File: src/rtl/cfg_source_arbiter.sv
// Round-robin arbiter that locks one bitstream source onto the shared eFPGA
// config byte stream, with a one-entry output buffer and an idle timeout.
//
// Ports:
//   clk, reset             : system clock, async active-high reset
//   req_i                  : per-source transfer request (level)
//   data_i/valid_i/last_i  : per-source beat, valid and end-of-transfer
//   ready_o                : per-source beat accept (granted source only)
//   cfg_data_o/cfg_valid_o : buffered beat toward the config frame loader
//   cfg_ready_i            : config frame loader accept
//   grant_o                : one-hot current owner, zero when unowned
//   busy_o                 : owner locked or draining
//   timeout_o              : one-cycle pulse on forced release
module cfg_source_arbiter #(
  parameter int NUM_REQ      = 3,
  parameter int DATA_WIDTH   = 8,
  parameter int IDLE_TIMEOUT = 1200000,
  parameter int TMO_WIDTH    = 21
) (
  input  logic                          clk,
  input  logic                          reset,
  input  logic [NUM_REQ-1:0]            req_i,
  input  logic [NUM_REQ*DATA_WIDTH-1:0] data_i,
  input  logic [NUM_REQ-1:0]            valid_i,
  input  logic [NUM_REQ-1:0]            last_i,
  output logic [NUM_REQ-1:0]            ready_o,
  output logic [DATA_WIDTH-1:0]         cfg_data_o,
  output logic                          cfg_valid_o,
  input  logic                          cfg_ready_i,
  output logic [NUM_REQ-1:0]            grant_o,
  output logic                          busy_o,
  output logic                          timeout_o
);

  localparam int PTR_W = (NUM_REQ > 1) ? $clog2(NUM_REQ) : 1;

  typedef enum logic [1:0] {
    S_IDLE,
    S_LOCKED,
    S_DRAIN
  } state_t;

  state_t                 state_q, state_d;
  logic [NUM_REQ-1:0]     grant_q, grant_d;
  logic [PTR_W-1:0]       ptr_q, ptr_d;
  logic [TMO_WIDTH-1:0]   tmo_q, tmo_d;
  logic                   buf_valid_q, buf_valid_d;
  logic [DATA_WIDTH-1:0]  buf_data_q, buf_data_d;
  logic                   timeout_q, timeout_d;

  logic                   accept;
  logic [NUM_REQ-1:0]     ready;
  logic                   hs;
  logic                   hs_last;
  logic                   own_req;
  logic                   tmo_hit;
  logic [DATA_WIDTH-1:0]  sel_data;
  logic                   win_found;
  logic [PTR_W-1:0]       win_idx;
  logic [PTR_W-1:0]       win_nxt;
  logic [NUM_REQ-1:0]     win_oh;

  // Buffer can take a beat when empty or being emptied this cycle.
  assign accept  = !buf_valid_q || cfg_ready_i;
  assign ready   = (state_q == S_LOCKED)
                 ? (grant_q & {NUM_REQ{accept}}) : '0;
  assign tmo_hit = (tmo_q == TMO_WIDTH'(IDLE_TIMEOUT - 1));

  // Owner view: grant is one-hot so OR-reduction selects it.
  always_comb begin
    sel_data = '0;
    hs       = 1'b0;
    hs_last  = 1'b0;
    own_req  = 1'b0;
    for (int k = 0; k < NUM_REQ; k++) begin
      if (grant_q[k]) begin
        sel_data = sel_data | data_i[k*DATA_WIDTH +: DATA_WIDTH];
        own_req  = own_req | req_i[k];
        hs       = hs | (valid_i[k] & ready[k]);
        hs_last  = hs_last | (valid_i[k] & ready[k] & last_i[k]);
      end
    end
  end

  // First requester at or above the pointer, wrapping.
  always_comb begin
    int               idx;
    logic [PTR_W-1:0] cand;
    idx       = 0;
    cand      = '0;
    win_found = 1'b0;
    win_idx   = '0;
    for (int i = 0; i < NUM_REQ; i++) begin
      idx = int'(ptr_q) + i;
      if (idx >= NUM_REQ) idx = idx - NUM_REQ;
      cand = PTR_W'(idx);
      if (!win_found && req_i[cand]) begin
        win_found = 1'b1;
        win_idx   = cand;
      end
    end
    win_nxt = (win_idx == PTR_W'(NUM_REQ - 1))
            ? '0 : win_idx + 1'b1;
    win_oh  = '0;
    for (int k = 0; k < NUM_REQ; k++) begin
      win_oh[k] = (win_idx == PTR_W'(k));
    end
  end

  always_comb begin
    state_d     = state_q;
    grant_d     = grant_q;
    ptr_d       = ptr_q;
    tmo_d       = tmo_q;
    buf_valid_d = buf_valid_q;
    buf_data_d  = buf_data_q;
    timeout_d   = 1'b0;

    // A load wins over a drain so the buffer sustains 1 beat/cycle.
    if (hs) begin
      buf_valid_d = 1'b1;
      buf_data_d  = sel_data;
    end else if (buf_valid_q && cfg_ready_i) begin
      buf_valid_d = 1'b0;
    end

    unique case (state_q)
      S_IDLE: begin
        tmo_d = '0;
        if (win_found) begin
          grant_d = win_oh;
          ptr_d   = win_nxt;
          state_d = S_LOCKED;
        end
      end
      S_LOCKED: begin
        if (hs) begin
          tmo_d = '0;
        end else if (tmo_q != '1) begin
          tmo_d = tmo_q + 1'b1;
        end
        priority case (1'b1)
          hs_last: begin
            state_d = S_DRAIN;
          end
          (!hs && !own_req): begin
            state_d = S_DRAIN;
          end
          (!hs && tmo_hit): begin
            state_d   = S_DRAIN;
            timeout_d = 1'b1;
          end
          default: begin
          end
        endcase
      end
      S_DRAIN: begin
        if (accept) begin
          grant_d = '0;
          state_d = S_IDLE;
        end
      end
      default: begin
        grant_d = '0;
        state_d = S_IDLE;
      end
    endcase
  end

  always_ff @(posedge clk or posedge reset) begin
    if (reset) begin
      state_q     <= S_IDLE;
      grant_q     <= '0;
      ptr_q       <= '0;
      tmo_q       <= '0;
      buf_valid_q <= 1'b0;
      buf_data_q  <= '0;
      timeout_q   <= 1'b0;
    end else begin
      state_q     <= state_d;
      grant_q     <= grant_d;
      ptr_q       <= ptr_d;
      tmo_q       <= tmo_d;
      buf_valid_q <= buf_valid_d;
      buf_data_q  <= buf_data_d;
      timeout_q   <= timeout_d;
    end
  end

  assign ready_o     = ready;
  assign cfg_data_o  = buf_data_q;
  assign cfg_valid_o = buf_valid_q;
  assign grant_o     = grant_q;
  assign busy_o      = (state_q != S_IDLE);
  assign timeout_o   = timeout_q;

endmodule

File: config.mk
export PLATFORM = sky130hd
export DESIGN_NAME = cfg_source_arbiter
export DESIGN_NICKNAME = d
export VERILOG_FILES = /design/src/rtl/cfg_source_arbiter.sv
export SDC_FILE = /design/constraint.sdc
export NUM_CORES = 1
export LEC_CHECK = 0
export ABC_AREA = 0
export CELL_PAD_IN_SITES_DETAIL_PLACEMENT = 0
export CELL_PAD_IN_SITES_GLOBAL_PLACEMENT = 1
export CORE_AREA = 2 2 80 82
export DETAILED_ROUTE_END_ITERATION = 10
export DIE_AREA = 0 0 82 84
export PLACE_DENSITY_LB_ADDON = 0.1
export SLEW_MARGIN = 25
export SYNTH_ARGS = -nofsm -noshare
export SYNTH_HDL_FRONTEND = slang
export SYNTH_SLANG_ARGS = --single-unit
File: constraint.sdc
create_clock -name clk -period 4.2 [get_ports clk]
set_clock_uncertainty 0.15 [all_clocks]
set_input_delay 0.63 -clock clk [delete_from_list [all_inputs] [get_ports clk]]
set_output_delay 0.63 -clock clk [all_outputs]
set_load 0.02 [all_outputs]
==> results.sh <==
export IMPL_status="finished clean"
export IMPL_hold_buffers=0
export IMPL_routabilityCongestion=0.836
export IMPL_diodes=0
export IMPL_fp_dieH_um=84
export IMPL_placementRows=29
export IMPL_reg2reg_depth=5
export IMPL_nFillCells=600
export IMPL_layout_setup_ws_ps=1320
export IMPL_postCtsResizedCells=0
export IMPL_cts_path_max_buffers=2
export IMPL_vias=2235
export IMPL_leakage_uw=0.00121
export IMPL_worstHoldEndpoint="cfg_data_o[3]"
export IMPL_crit_buf_inv=2
export IMPL_drtIter0Drc=163
export IMPL_core_area_um2=6100
export IMPL_cts_max_level=2
export IMPL_cap_violations=0
export IMPL_switchingPower_uw=714
export IMPL_drtAntennaViolNets=0
export IMPL_io_buffers=52
export IMPL_r2r_start="grant_o[1]"
export IMPL_synth_adder_area_share_pct=2.14
export IMPL_drt_pass1_iter_count=6
export IMPL_synth_area_leaders="dfrtp_1 (41%), a222oi_1 (4.3%), nand2_1 (3.9%)"
export IMPL_crit_family="buffers and inverters"
export IMPL_ys_async_sr_fraction_pct=100
export IMPL_wl_per_cell_um=15.7
export IMPL_synth_compound_area_share_pct=25.7
export IMPL_worstPathArrival_ps=2100
export IMPL_path_common_cell="clkdlybuf4s50_1"
export IMPL_synth_xor_area_share_pct=0
export IMPL_chipWidth_um=82
export IMPL_cts_tree="done"
export IMPL_yosys_area_share_simple_pct=26.1
export IMPL_cts_num_sinks=38
export IMPL_finalCriticalPeriod_ps=2880
export IMPL_worstReg2RegEnd="tmo_q[12]"
export IMPL_design_portCount=53
export IMPL_cts_setup_buffers=0
export IMPL_start_kind="input port"
export IMPL_finalNetCount=349
export IMPL_synth_edf_count=0
export IMPL_crit_fanout=6
export IMPL_synth_area_um2=2340
export IMPL_slew_violations=0
export IMPL_combPwrFrac_pct=51.0
export IMPL_ys_types=47
export IMPL_start_util_pct=38.3
export IMPL_setup_violations=0
export IMPL_power_density_nw_per_um2=553
export IMPL_synthFlopType="dfrtp_1"
export IMPL_synth_mux_area_share_pct=1.28
export IMPL_postSynthCellCount=263
export IMPL_cts_buffers=5
export IMPL_postRouteWirelength_um=6080
export IMPL_maxSlewHeadroom_pct=43.7
export IMPL_grt_pass1_wl_um=10400
export IMPL_synth_avg_cell_area_um2=8.89
export IMPL_finalHoldViolCount=0
export IMPL_cp_startpoint="cfg_ready_i"
export IMPL_drcViolationCount=0
export IMPL_place_ws_ps=1100
export IMPL_grt_max_degree=39
export IMPL_yosysSeqAreaShare_pct=40.7
export IMPL_hold_class="register to register"
export IMPL_yosysTopAreaCell="dfrtp_1"
export IMPL_placed_area_um2=2910
export IMPL_cp_slowest_cell="clkdlybuf4s50_1"
export IMPL_min_from="cfg_data_o[3]"
export IMPL_cts_root_buffer="clkbuf_8"
export IMPL_synth_nets=303
export IMPL_via_per_inst=5.78
export IMPL_fmax_ghz=0.347
export IMPL_tightestPinTransition_ps=838
export IMPL_grt_overflow=0
export IMPL_synth_seq_cells=38
export IMPL_design_area_um2=3000
export IMPL_r2r_slack_ps=1510
export IMPL_clkPwrFrac_pct=15.6
export IMPL_die_area_um2=6890
export IMPL_tns_ps=0
export IMPL_dp_hpwl_um=4240
export IMPL_cp_cell_sequence="clkdlybuf4s50_1, nand2b_1, and3_1, clkdlybuf4s50_1"
export IMPL_required_ps=3420
export IMPL_switching_share_pct=43.0
export IMPL_fin_crit_sh_pct=68.6
export IMPL_intPower_uw=946
export IMPL_insertion_delay_ps=280
export IMPL_p_seq_share_pct=33.4
export IMPL_area_growth_syn_to_layout_pct=28.4
export IMPL_grt_antenna_before_repair=0
export IMPL_synth_top_family_by_area="simple AND/OR/NAND/NOR gates"
export IMPL_first_global_vias=2178
export IMPL_endpoint_kind="output port"
export IMPL_rsz0062_at_grt="no"
export IMPL_drive_gt1_share_pct=4.52
export IMPL_grtUsageTotal_pct=19.1
export IMPL_hold_depth=2
export IMPL_crit_type="input port to output port"
export IMPL_clkSlewWorstSetupHoldPaths_ps=70
export IMPL_peakVddDrop_mv=0.337
export IMPL_synth_warnings=0
export IMPL_crit_path_max_incr_delay_ps=600
export IMPL_synth_top_cell_area_share_pct=40.7
==> cells in the mapped netlist (3+ instances only) <==
| cell | n |
|---|---|
| dfrtp_1 | 38 |
| nand2_1 | 24 |
| nor2_1 | 20 |
| a21oi_1 | 15 |
| nand3_1 | 14 |
| o21ai_0 | 14 |
| clkbuf_1 | 11 |
| a222oi_1 | 10 |
| inv_1 | 9 |
| a31oi_1 | 7 |
| nand4_1 | 7 |
| nor2b_1 | 7 |
| and3_1 | 6 |
| and4_1 | 5 |
| nor3_1 | 5 |
| o211ai_1 | 5 |
| buf_2 | 4 |
| ha_1 | 4 |
| nand4b_1 | 4 |
| nor4_1 | 4 |
| nor4b_1 | 4 |
| o31ai_1 | 4 |
| mux2i_1 | 3 |
| nand2b_1 | 3 |
| o21a_1 | 3 |
| o221ai_1 | 3 |
| o2bb2ai_1 | 3 |
==> power groups by stage <==
stage | logic (uW) | clock network (uW) | registers [uW]
finish | 846 | 260 | 554
global placement | 846 | 0 | 563
detailed placement | 846 | 0 | 559
global route | 936 | 285 | 572
floorplan | 513 | 0 | 585
CTS | 850 | 269 | 556
==> sequential cells by signal (all words and copies together) (netlist names) <==
name,count
cfg_data_o,8
cfg_valid_o,1
grant_o,3
ptr_q,2
state_q,2
timeout_o,1
tmo_q,21
==> worst min-delay path, stage by stage, from the launching register on <==
cell and delay [ps]:
dfrtp_1 340, nor2_1 50, a21oi_1 100
==> stage by stage <==
| step | utilization, % | instances | total power, uW | hold slack [ps] |
|---|---|---|---|---|
| after global placement | 47.7 | 379 | 1410 | 355 |
| after global routing | 49.2 | 387 | 1790 | 411 |
| after CTS | 49.2 | 387 | 1680 | 384 |
| after floorplan | - | 263 | 1100 | 322 |
| after detailed placement | 47.7 | 379 | 1410 | 369 |
| final | 49.2 | 387 | 1660 | 375 |
==> cell type report <==
class | instances | area, um^2 | area share, %
sequential | 38 | 951 | 31.7
multi-input combinational | 201 | 1290 | 43.1
inverter | 9 | 33.8 | 1.13
tap | 77 | 96.3 | 3.21
clock buffer | 7 | 86.3 | 2.88
clock inverter | 1 | 5.00 | 0.167
timing repair buffer | 54 | 536 | 17.8
==> cells in the final DEF, fill, tap and decap left out, types with 3 or more instances in the layout <==
cell and n:
ha_1 4, nand2b_1 3, dfrtp_1 38, and3_1 6
clkdlybuf4s50_1 52, nand2_1 24, a31oi_1 7, o31ai_1 4
nand4_1 7, nand3_1 14, clkbuf_8 6, a222oi_1 10
nand4b_1 4, nor2_1 19, o21ai_0 14, o21a_1 3
nor4b_1 4, o221ai_1 3, nor4_1 4, inv_1 9
o211ai_1 5, o2bb2ai_1 3, mux2i_1 3, a21oi_1 15
nor2b_1 7, and4_1 5, nor3_1 5
==> layer usage <==
metal	vias up	track usage [%]	share of wire [%]
met5	-	0	0
met4	0	5.45	0.64
met3	2	5.63	7.2
met2	61	27.5	43
met1	1056	27.5	49
li1	1116	-	-
==> worst max-delay path by stage <==
stage / slack [ps] / cells past startpoint / endpoint
after floorplan: 2000 / 5 / tmo_q[12]
after global placement: 1160 / 6 / tmo_q[12]
after detailed placement: 1100 / 6 / tmo_q[12]
after CTS: 1320 / 4 / ready_o[1]
after global routing: 1190 / 6 / tmo_q[12]
final: 1320 / 4 / ready_o[1]
==> cells by family after synthesis <==
logic type / Yosys count
adder cells (fa/ha/maj): 4
flip-flops: 38
AO/OA/AOI/OAI: 84
multiplexers: 3
AND/OR/NAND/NOR: 110
buffers and inverters: 24
(Power assumes the default switching activity.)
